--- config.mk ---
export PLATFORM = sky130hd
export DESIGN_NAME = aes_inv_subbytes_seq
export DESIGN_NICKNAME = d
export VERILOG_FILES = /design/src/rtl/aes_pkg.sv /design/src/rtl/aes_inv_sbox_rom.sv /design/src/rtl/aes_inv_subbytes_seq.sv
export SDC_FILE = /design/constraint.sdc
export NUM_CORES = 1
export LEC_CHECK = 0
export CORE_ASPECT_RATIO = 1.5
export CORE_UTILIZATION = 40
export DETAILED_ROUTE_END_ITERATION = 8
export RECOVER_POWER = 50
export SYNTH_ARGS = -nofsm -noshare
export SYNTH_HDL_FRONTEND = slang
export SYNTH_SLANG_ARGS = --single-unit
--- constraint.sdc ---
create_clock -name clk -period 5.5 [get_ports clk]
set_input_delay 1.1 -clock clk [delete_from_list [all_inputs] [get_ports clk]]
set_output_delay 1.1 -clock clk [all_outputs]
set_load 0.005 [all_outputs]
--- src/rtl/aes_pkg.sv ---
// Shared AES definitions: block size, byte type and the sequencer state encoding.
package aes_pkg;

  // Bytes in one AES state block.
  localparam int unsigned BlockBytes = 16;

  typedef logic [7:0] byte_t;

  typedef enum logic [1:0] {
    StIdle = 2'd0,
    StRun  = 2'd1,
    StDone = 2'd2
  } state_e;

endpackage

--- src/rtl/aes_inv_sbox_rom.sv ---
// AES inverse S-box as a purely combinational 256-entry lookup.
//   i_byte : byte to substitute
//   o_byte : InvSBox(i_byte), same cycle
module aes_inv_sbox_rom
  import aes_pkg::*;
(
  input  logic [7:0] i_byte,
  output logic [7:0] o_byte
);

  localparam byte_t InvSbox [256] = '{
    8'h52, 8'h09, 8'h6a, 8'hd5, 8'h30, 8'h36, 8'ha5, 8'h38,
    8'hbf, 8'h40, 8'ha3, 8'h9e, 8'h81, 8'hf3, 8'hd7, 8'hfb,
    8'h7c, 8'he3, 8'h39, 8'h82, 8'h9b, 8'h2f, 8'hff, 8'h87,
    8'h34, 8'h8e, 8'h43, 8'h44, 8'hc4, 8'hde, 8'he9, 8'hcb,
    8'h54, 8'h7b, 8'h94, 8'h32, 8'ha6, 8'hc2, 8'h23, 8'h3d,
    8'hee, 8'h4c, 8'h95, 8'h0b, 8'h42, 8'hfa, 8'hc3, 8'h4e,
    8'h08, 8'h2e, 8'ha1, 8'h66, 8'h28, 8'hd9, 8'h24, 8'hb2,
    8'h76, 8'h5b, 8'ha2, 8'h49, 8'h6d, 8'h8b, 8'hd1, 8'h25,
    8'h72, 8'hf8, 8'hf6, 8'h64, 8'h86, 8'h68, 8'h98, 8'h16,
    8'hd4, 8'ha4, 8'h5c, 8'hcc, 8'h5d, 8'h65, 8'hb6, 8'h92,
    8'h6c, 8'h70, 8'h48, 8'h50, 8'hfd, 8'hed, 8'hb9, 8'hda,
    8'h5e, 8'h15, 8'h46, 8'h57, 8'ha7, 8'h8d, 8'h9d, 8'h84,
    8'h90, 8'hd8, 8'hab, 8'h00, 8'h8c, 8'hbc, 8'hd3, 8'h0a,
    8'hf7, 8'he4, 8'h58, 8'h05, 8'hb8, 8'hb3, 8'h45, 8'h06,
    8'hd0, 8'h2c, 8'h1e, 8'h8f, 8'hca, 8'h3f, 8'h0f, 8'h02,
    8'hc1, 8'haf, 8'hbd, 8'h03, 8'h01, 8'h13, 8'h8a, 8'h6b,
    8'h3a, 8'h91, 8'h11, 8'h41, 8'h4f, 8'h67, 8'hdc, 8'hea,
    8'h97, 8'hf2, 8'hcf, 8'hce, 8'hf0, 8'hb4, 8'he6, 8'h73,
    8'h96, 8'hac, 8'h74, 8'h22, 8'he7, 8'had, 8'h35, 8'h85,
    8'he2, 8'hf9, 8'h37, 8'he8, 8'h1c, 8'h75, 8'hdf, 8'h6e,
    8'h47, 8'hf1, 8'h1a, 8'h71, 8'h1d, 8'h29, 8'hc5, 8'h89,
    8'h6f, 8'hb7, 8'h62, 8'h0e, 8'haa, 8'h18, 8'hbe, 8'h1b,
    8'hfc, 8'h56, 8'h3e, 8'h4b, 8'hc6, 8'hd2, 8'h79, 8'h20,
    8'h9a, 8'hdb, 8'hc0, 8'hfe, 8'h78, 8'hcd, 8'h5a, 8'hf4,
    8'h1f, 8'hdd, 8'ha8, 8'h33, 8'h88, 8'h07, 8'hc7, 8'h31,
    8'hb1, 8'h12, 8'h10, 8'h59, 8'h27, 8'h80, 8'hec, 8'h5f,
    8'h60, 8'h51, 8'h7f, 8'ha9, 8'h19, 8'hb5, 8'h4a, 8'h0d,
    8'h2d, 8'he5, 8'h7a, 8'h9f, 8'h93, 8'hc9, 8'h9c, 8'hef,
    8'ha0, 8'he0, 8'h3b, 8'h4d, 8'hae, 8'h2a, 8'hf5, 8'hb0,
    8'hc8, 8'heb, 8'hbb, 8'h3c, 8'h83, 8'h53, 8'h99, 8'h61,
    8'h17, 8'h2b, 8'h04, 8'h7e, 8'hba, 8'h77, 8'hd6, 8'h26,
    8'he1, 8'h69, 8'h14, 8'h63, 8'h55, 8'h21, 8'h0c, 8'h7d
  };

  assign o_byte = InvSbox[i_byte];

endmodule

--- src/rtl/aes_inv_subbytes_seq.sv ---
// Byte-serial InvSubBytes: accepts a block on a valid/ready handshake, runs its NB bytes
// through one shared inverse S-box (one byte per cycle, byte 0 = MSB byte) and presents the
// reassembled result on a second valid/ready handshake.
//   clk, rst             : clock, synchronous active-high reset
//   in_valid / in_ready  : input handshake (in_ready high only in idle)
//   in_data              : input block, 8*NB bits
//   out_valid / out_ready: output handshake (out_valid high only in done)
//   out_data             : substituted block, zero when out_valid is low
//   busy                 : high while a block is in flight or waiting to be taken
module aes_inv_subbytes_seq
  import aes_pkg::*;
#(
  parameter int unsigned NB = BlockBytes
) (
  input  logic            clk,
  input  logic            rst,
  input  logic            in_valid,
  output logic            in_ready,
  input  logic [8*NB-1:0] in_data,
  output logic            out_valid,
  input  logic            out_ready,
  output logic [8*NB-1:0] out_data,
  output logic            busy
);

  localparam int unsigned     CntW    = (NB > 1) ? $clog2(NB) : 1;
  localparam logic [CntW-1:0] LastCnt = CntW'(NB - 1);

  state_e          r_state, w_state_d;
  logic [8*NB-1:0] r_src;
  logic [8*NB-1:0] r_res, w_res_d;
  logic [CntW-1:0] r_cnt, w_cnt_d;
  logic [7:0]      w_src_byte;
  logic [7:0]      w_sbox_byte;
  logic            w_accept;

  // Accept depends only on registered state, so no in_valid -> in_ready path exists.
  assign w_accept = (r_state == StIdle) && in_valid;

  // Byte-select mux feeding the shared S-box.
  always_comb begin
    w_src_byte = '0;
    for (int unsigned i = 0; i < NB; i++) begin
      if (r_cnt == CntW'(i)) begin
        w_src_byte = r_src[8*NB-1-8*i -: 8];
      end
    end
  end

  aes_inv_sbox_rom u_sbox (
    .i_byte (w_src_byte),
    .o_byte (w_sbox_byte)
  );

  always_comb begin
    w_state_d = r_state;
    w_cnt_d   = r_cnt;
    w_res_d   = r_res;
    in_ready  = 1'b0;
    out_valid = 1'b0;
    busy      = 1'b0;
    out_data  = '0;
    unique case (r_state)
      StIdle: begin
        in_ready = 1'b1;
        if (in_valid) begin
          w_state_d = StRun;
          w_cnt_d   = '0;
          w_res_d   = '0;
        end
      end
      StRun: begin
        busy = 1'b1;
        for (int unsigned i = 0; i < NB; i++) begin
          if (r_cnt == CntW'(i)) begin
            w_res_d[8*NB-1-8*i -: 8] = w_sbox_byte;
          end
        end
        // Leave at the last byte so the counter never wraps.
        if (r_cnt == LastCnt) begin
          w_state_d = StDone;
        end else begin
          w_cnt_d = r_cnt + CntW'(1);
        end
      end
      StDone: begin
        busy      = 1'b1;
        out_valid = 1'b1;
        out_data  = r_res;
        if (out_ready) begin
          w_state_d = StIdle;
        end
      end
      default: begin
        w_state_d = StIdle;
      end
    endcase
  end

  always_ff @(posedge clk) begin
    if (rst) begin
      r_state <= StIdle;
      r_src   <= '0;
      r_res   <= '0;
      r_cnt   <= '0;
    end else begin
      r_state <= w_state_d;
      r_res   <= w_res_d;
      r_cnt   <= w_cnt_d;
      if (w_accept) begin
        r_src <= in_data;
      end
    end
  end

endmodule

# Word level (Yosys, flattened, before mapping)
# Memory sizes are Yosys's and may differ from the RTL's.
# Cells that the tools add are included.
[totals]
latchBits = 0
memories = 1
ff_bits = 262
rom_bits = 2048
input_bits = 132
ram_bits = 0
[op_classes]
n_eq_ne = 36
magnitude_cmp = 1
n_reduce_logical = 23
n_addsub = 1
muxes = 47
bitwise_logic = 1
div = 0
n_shift = 0
multipliers = 0
[mem_list]
columns = ["memory", "depth", "width", "rd", "rd_clocked_by_memory_dff", "write_ports", "line", "rtl"]
rows = [
  ["(name not given)", 256, 8, 1, 0, 0, "aes_inv_sbox_rom.sv:46", "assign o_byte = InvSbox[i_byte];"],
]
[op_table]
columns = ["operator", "n"]
rows = [
  ["$mux 8", 34],
  ["$mux 128", 2],
  ["$pmux 128 s2", 1],
  ["$reduce_and 3->1", 18],
  ["$ne 2x2->1 const B", 19],
  ["$eq 4x4->1 const B", 8],
  ["$eq 4x3->1 const B", 4],
  ["$ge 9x9->1 const B", 1],
  ["$not 8->9", 1],
  ["$eq 4x2->1 const B", 2],
  ["$mux 4", 2],
  ["$pmux 4 s2", 1],
  ["$mux 2", 3],
  ["$pmux 2 s3", 1],
  ["$add 4x1->4 const B", 1],
  ["$eq 4x1->1 const B", 1],
  ["$logic_not 4->1", 1],
  ["$mux 1", 3],
  ["$eq 2x1->1 const B", 1],
  ["$eq 2x2->1 const B", 1],
  ["$logic_not 2->1", 1],
  ["$reduce_bool 2->1", 1],
  ["$reduce_or 2->1", 1],
  ["$logic_and 1x1->1", 1],
]

# Logic depth before layout (Yosys ltp)
# Gate-level depths: netlist of run 1.
[logic_depth]
depth_word = 23
depth_mapped = 22
ltp_nobuf = 16

# Modules after synthesis
# Synthesis of run 1 repeated with hierarchy kept, for this count alone.
[hier_totals]
hier_cells = 2007
hier_area_um2 = 15443.6
[modules_own_cells]
columns = ["module", "seq_area_each_um2", "n_inst", "cells_each", "area_each_um2"]
rows = [
  ["aes_inv_subbytes_seq", 5245.0, 1, 1462, 12075.3],
  ["aes_inv_sbox_rom", 0.0, 1, 545, 3368.2],
]

# Worst setup path after synthesis of run 1
# No wires, ideal clock.
[synth_path]
path_kind = "register to register"
start = "register r_cnt[0]"
end = "register r_res[31]"
stages_incl_launch_ff = 22
synth_period_minus_slack_ps = 4464
arrival_ps = 4393
slack_ps = 1036
path_buffers = 6
cell_sequence = "dfxtp_1 -> inv_1 -> ha_1 -> buf_2 -> buf_2 -> buf_2 -> o21ai_0 -> a32oi_1 -> a221o_1 -> inv_1 -> buf_1 -> ha_1 -> buf_1 -> inv_1 -> a21oi_1 -> a211oi_1 -> nor4b_1 -> nor4_1 -> o32ai_2 -> buf_4 -> nand3_1 -> a21oi_1"
[synth_between]
elab_chain_cells = 23
[synth_lines]
columns = ["element", "line", "rtl"]
rows = [
  ["from (decl)", "aes_inv_subbytes_seq.sv:32", "logic [CntW-1:0] r_cnt, w_cnt_d;"],
  ["from (signal assigned)", "aes_inv_subbytes_seq.sv:109", "r_cnt <= w_cnt_d;"],
  ["$logic_not 4->1", "aes_inv_subbytes_seq.sv:44", "if (r_cnt == CntW'(i)) begin"],
  ["$mux 8 (16 in a row)", "aes_inv_subbytes_seq.sv:44", ""],
  ["$not 8->9 (implied by the code)", "aes_inv_sbox_rom.sv:46", ""],
  ["$mem_v2 256x8", "--", ""],
  ["$mux 8 (implied by the code) (2 in a row)", "aes_inv_sbox_rom.sv:46", ""],
  ["$mux 8", "aes_inv_subbytes_seq.sv:75", "if (r_cnt == CntW'(i)) begin"],
  ["$pmux 128 s2", "aes_inv_subbytes_seq.sv:63", "unique case (r_state)"],
  ["to (signal assigned)", "aes_inv_subbytes_seq.sv:108", "r_res <= w_res_d;"],
  ["to (decl)", "aes_inv_subbytes_seq.sv:31", "logic [8*NB-1:0] r_res, w_res_d;"],
]
# Parallel ways exist; a longest one is shown, timed or not. The select of a mux whose other input is x is not followed.
# A chain may end at the register's enable or synchronous reset.

# Final worst setup path of run 1
[layout_path]
start = "register r_cnt[1]"
end = "register r_res[87]"
# The elaborated chain is that of the path after synthesis.

==> results of run 1 <==
[layout by cell type, fill, tap and decap left out, drive strengths merged, types with 33 or more instances in the layout]
master and n:
a21oi 310, and2 133, buf 172, clkbuf 33, clkdlybuf4s50 241, dfxtp 262
nand2 431, nand3 82, nor2 83, o21ai 167
[power groups by stage]
stage	Combinational, uW	Clock, uW	Sequential [uW]
2_1_floorplan	1350	0	2270
6_report	2470	1810	2300
5_1_grt	2620	1900	2320
3_3_place_gp	2390	0	2330
3_5_place_dp	2380	0	2330
4_1_cts	2390	1830	2290
[flip-flops by register name (all words and copies together), names as in the netlist]
signal / count
r_cnt: 4
r_res: 128
r_state: 2
r_src: 128
[final cells by class]
type	count	share of cell area, %
well taps	495	3.05
flip-flops and latches	262	25.9
clock buffers	31	3.45
inverters	29	0.537
diodes	2	0.0247
multi-input cells	1649	45.9
clock inverters	16	0.796
repair buffers	435	20.4
[critical path: stages, from the launching register on]
cell,delay (ps)
dfxtp_1,400
inv_1,100
ha_2,320
buf_4,250
buf_4,190
a2bb2oi_1,330
nor2_1,100
a221o_1,580
inv_1,230
buf_4,330
ha_1,220
inv_1,100
a21oi_2,380
a211oi_1,100
nor4b_2,550
nor4_1,190
o32ai_2,320
buf_12,210
nand3_1,90
a21oi_1,180
[cell families after synthesis]
kind of cell,Yosys count
AOI/OAI and AO/OA,764
xor gates and xnor gates,1
and+or+nand+nor,855
muxes,4
DFF,262
buffers and inverters,221
adders and majority gates,25
[metal layers]
metal / part of all wire, % / up-vias / routed length (um) / track usage, %
li1: - / 8181 / - / -
met3: 6.7 / 260 / 4950 / 6.12
met4: 7.5 / 2 / 5570 / 25.2
met5: 0.017 / - / 13 / 0
met1: 36 / 8458 / 26700 / 40.9
met2: 50 / 884 / 37000 / 64.1
[per-stage QoR]
| stage | instances | setup WS [ps] | total power, uW | hold slack [ps] | area [um^2] |
|---|---|---|---|---|---|
| 3_5_place_dp | 2869 | 56.4 | 4710 | 445 | 19400 |
| 4_1_cts | 2916 | 23.3 | 6510 | 454 | 20200 |
| 6_report | 2919 | 177 | 6580 | 454 | 20300 |
| 5_1_grt | 2919 | 7.72 | 6830 | 464 | 20300 |
| 2_1_floorplan | 2132 | 1040 | 3610 | 431 | 15500 |
| 3_3_place_gp | 2869 | 77.0 | 4710 | 440 | 19400 |
[worst paths after layout]
path / startpoint / to / slack, ps / cells after the start
worst max-delay path: r_cnt[1] / r_res[87] / 180 / 19
worst max register to register: r_cnt[1] / r_res[87] / 180 / 19
worst min register to register: r_src[19] / r_src[19] / 450 / 2
worst min-delay path: r_src[19] / r_src[19] / 450 / 2
[timing repair]
| item | CTS | global route |
|---|---|---|
| setup endpoints to repair | 0 | 59 |
| gates resized for setup | 0 | 5 |
| setup buffers | 0 | 1 |
==> flow_summary.ini, run 1 <==
[outcome]
outcome = finished, violations left
violations = capacitance limit, slew limit

[drt]
drc_errors = 0
drt-pass1-iter-count = 6
vias_per_cell = 6.09
wire_per_inst_um = 25.5
ant_nets = 0
vias = 17800
drtIter0Drc = 1773
wl_mm = 74.3

[logic_synthesis]
synth_most_common_cell = nand2_1
yosysUniqueCellTypes = 92
synth.avg_cell_area_um2 = 7.28
synth_largest_area_cell = dfxtp_1
synth-xor-area-share_pct = 0.0564
synth_top_family_by_area = compound AO/OA/AOI/OAI gates
synth_top_area_share_pct = 33.8
yosys-top-cells-area = dfxtp_1, nand2_1, a21oi_1
ys_ff_latch = 262
synthAdderAreaFrac_pct = 2.02
synth_compound_area_share_pct = 31.4
synth_edf_count = 0
synth_common_cells = nand2_1, a21oi_1, dfxtp_1
synthArstFlopShare_pct = 0
syn-num-nets = 2289
muxShareOfSynthArea_pct = 0.266
synth.yosys.seq_area_share_pct = 33.8
synth_ff_type = dfxtp_1
yosysWarningCount = 0
synth_cells = 2132
synthesis.area_mm2 = 0.0155
yosys.area_share.simple_pct = 25.9

[worst_setup_path]
crit_path_end_kind = register
crit_arrival_ps = 5800
worstPathRequired_ps = 5970
critPathKind = register to register
start_kind = register
crit_fanout = 23

[timing]
finalSetupViolations = 0
min_period_ps = 5320
tightest_slew_ps = 3690
rsz0062_at_grt = no
tns_ps = 0
finalHoldViolCount = 0
slew_headroom_pct = -146
fmax_mhz = 188
finalCritPeriodShare_pct = 96.8
skew_ps = 35.7
drv_slew = 287

[run]
cap_violations = 4

[clock_network]
cts_buffer_depth = 3
clk_latency_ps = 580
ctsHoldBuffers = 0
htree_num_levels = 1
cts_tree = built
cts_root_buf = clkbuf_16
path_clk_slew_ps = 70
cts.sinks = 262
cts_made_buffers = 26

[final_layout]
fin_nets = 2560
multi_input_area_mm2 = 0.00931
seq_area_mm2 = 0.00525
final_layout_size_suffix_gt1_share_pct = 11.2
areaGrowthSynthToFinish_pct = 30.6
final_util_pct = 52.9
nFillCells = 3758

[floorplanning]
core_mm2 = 0.0383
start_util_pct = 40.5
io_pins = 263
die_h_um = 243
dieArea_mm2 = 0.0396
die_x_um = 163
row_count = 88

[grt]
antenna_found_initial = 3
grt-ovfl-total = 0
grt_usage_pct = 37.0
grt_max_degree = 103
grt_pass1_wl_mm = 110
grt_pass1_vias = 17100

[place]
dp_hpwl_mm = 55.6
io_buffers = 262
gp_congestion = 1.08

[power_and_ir_drop]
p_comb_share_pct = 37.6
internal-power_uw = 4020
clkPwrFrac_pct = 27.5
powerDensity_mw_per_mm2 = 324
p_seq_share_pct = 34.9
p_sw_share_pct = 38.9
switchingPower_uw = 2560
p_leak_uw = 0.00738
peakVddDrop_v = 0.000243

[min_path]
hold_path.class = register to register
Power figures use the tool's default switching activity.
==> run 2: changes to the inputs <==
- GPL_TIMING_DRIVEN: not set -> 0
==> run 2 against run 1 <==
- the flow finishes with violations (setup timing)
- flip-flop and latch count unchanged
- global-route usage up 4.1 points
- critical path depth is 2 higher
- first-iteration DRC count up 6.1%
- setup slack got worse by 210 ps
- power up 0.59%
- sequential power barely moved
- clock-buffer cell count is 3 higher
- non-clock buffer count grew 30
- clock power grew 2%
- cell area down 0.96%
- combinational power is essentially flat
- critical endpoint is now r_res[88]
==> flow_summary.ini, run 2 (synthesis gave the netlist of run 1 again) <==
[outcome]
outcome = finished, violations left
violations = setup timing

[drt]
drtIter0Drc = 1882
drt-pass1-iter-count = 6
vias = 18800
drc_errors = 0
wire_per_inst_um = 27.9
wl_mm = 82.4
ant_nets = 0
vias_per_cell = 6.38

[floorplanning]
io_pins = 263
row_count = 88
core_mm2 = 0.0383
dieArea_mm2 = 0.0396
start_util_pct = 40.5
die_x_um = 163
die_h_um = 243

[clock_network]
cts_tree = built
cts.sinks = 262
cts_made_buffers = 27
cts_root_buf = clkbuf_16
clk_latency_ps = 590
cts_buffer_depth = 3
ctsHoldBuffers = 0
htree_num_levels = 1
path_clk_slew_ps = 60

[grt]
grt_usage_pct = 41.1
grt_pass1_wl_mm = 120
grt-ovfl-total = 0
grt_pass1_vias = 18100
grt_max_degree = 16
antenna_found_initial = 5

[worst_setup_path]
crit_path_end_kind = register
worstPathRequired_ps = 5990
slowest_stage = a221o_2
cp_num_buf_inv = 9
r2r-start = r_cnt[0]
critPathKind = register to register
cp_common_cell = buf_2
crit_start = r_cnt[0]
start_kind = register
crit_path_cell_trace = inv_1 > ha_1 > buf_2 > buf_4 > buf_2 > nor2_1 > a2bb2oi_1 > nor2_1 > a221o_2 > inv_1 > buf_4 > ha_1 > buf_2 > inv_1 > nor2_1 > o311ai_0 > o311a_1 > a311o_1 > a31o_2 > buf_2 > o21ai_1
critical-path-max-stage-delay_ps = 510
crit_fanout = 15
crit_family = buffers and inverters
crit_arrival_ps = 6030

[final_layout]
fin_nets = 2591
areaGrowthSynthToFinish_pct = 29.4
nFillCells = 3864
layoutNonFillerInstCount = 2952
seq_area_mm2 = 0.00525
multi_input_area_mm2 = 0.00954
final_cell_mix = nand2_1, a21oi_1, dfxtp_1, clkdlybuf4s50_1, o21ai_0
layout_commonest_cell = nand2_1
final_util_pct = 52.4
final_area_mm2 = 0.0201
reg.largest.list = r_res x128, r_src x128, r_cnt x4
final_layout_size_suffix_gt1_share_pct = 9.69

[place]
dp.cells = 2891
gp_congestion = 1.11
io_buffers = 262
placed_cell_area_mm2 = 0.0188
dp_hpwl_mm = 61.9

[timing]
skew_ps = 35.8
finalCritPeriodShare_pct = 101
worst_slack_ps = -34.6
min_period_ps = 5530
finalHoldViolCount = 0
slew_headroom_pct = 22.2
holdWs_ps = 457
finalSetupViolations = 21
fmax_mhz = 181
tns_ps = -312
tightest_slew_ps = 1160
drv_slew = 0

[min_path]
hp-start = r_src[12]
hold_path.class = register to register

[run]
cap_violations = 0

[power_and_ir_drop]
powerDensity_mw_per_mm2 = 330
peakVddDrop_v = 0.000288
p_leak_uw = 0.00716
[run 2: cell count changes in the layout (fill, tap and decap cells not counted), sizes merged]
cell           before  now
clkdlybuf4s50     241  236
buf               172  106
clkinvlp            2    1
clkbuf             33  131
dlygate4sd3        20   26
clkinv             11   14
inv                30   29
bufinv              2    1
[run 2: final cells by class]
cell class	instances	area share [%]
multi-input combinational	1649	47.5
clock buffer	34	3.70
clock inverter	16	0.698
inverter	29	0.548
buffer	188	4.65
antenna	2	0.0249
tap	495	3.08
timing repair buffer	277	13.7
sequential	262	26.1
[run 2: metrics by stage]
| step | total power (uW) | setup slack [ps] |
|---|---|---|
| 4_1_cts | 6460 | 5.07 |
| 6_report | 6620 | -34.6 |
| 3_3_place_gp | 4570 | -2040 |
| 3_5_place_dp | 4570 | -1890 |
| 2_1_floorplan | 3610 | 1040 |
| 5_1_grt | 6840 | -5.71 |
[run 2: worst reg2reg max path: cells and delay by family (launching register included)]
family                     cells  cell delay (ps)
adders and majority gates      2              410
buffers and inverters          9             2340
and+or+nand+nor                3              390
AOI/OAI and AO/OA              7             1920
DFF                            1              380
[run 2: report_power, final]
| part | internal [uW] | leakage [uW] | switching, uW |
|---|---|---|---|
| Clock | 1020 | 0.000443 | 836 |
| Sequential | 2150 | 0.00215 | 160 |
| Combinational | 751 | 0.00457 | 1710 |
[run 2: per-layer routing]
layer / wire length [um] / vias up / global-route usage, %
met1: 28600 / 8842 / 45.2
met2: 38800 / 1301 / 68.4
li1: - / 8263 / -
met4: 7890 / 2 / 33.0
met5: 15 / - / 0
met3: 7070 / 419 / 7.81
[run 2: what timing repair did]
| action | CTS | global route |
|---|---|---|
| pin swaps | 4 | 3 |
| endpoints found under the setup margin | 128 | 128 |
| resized for setup | 45 | 47 |
| buffers inserted | 7 | 6 |
| gates cloned | 0 | 0 |
[run 2: path summary, 6_finish.rpt]
path / to / slack [ps] / cells past startpoint
max: r_res[88] / -30 / 21
min: r_src[12] / 460 / 2
max reg2reg: r_res[88] / -30 / 21
min reg2reg: r_src[12] / 460 / 2
==> run 3: changes to the inputs <==
- HOLD_SLACK_MARGIN: not set -> 0.05
==> results of run 3 <==
Same layout as run 2: the final DEF is identical, and so are final timing and power.
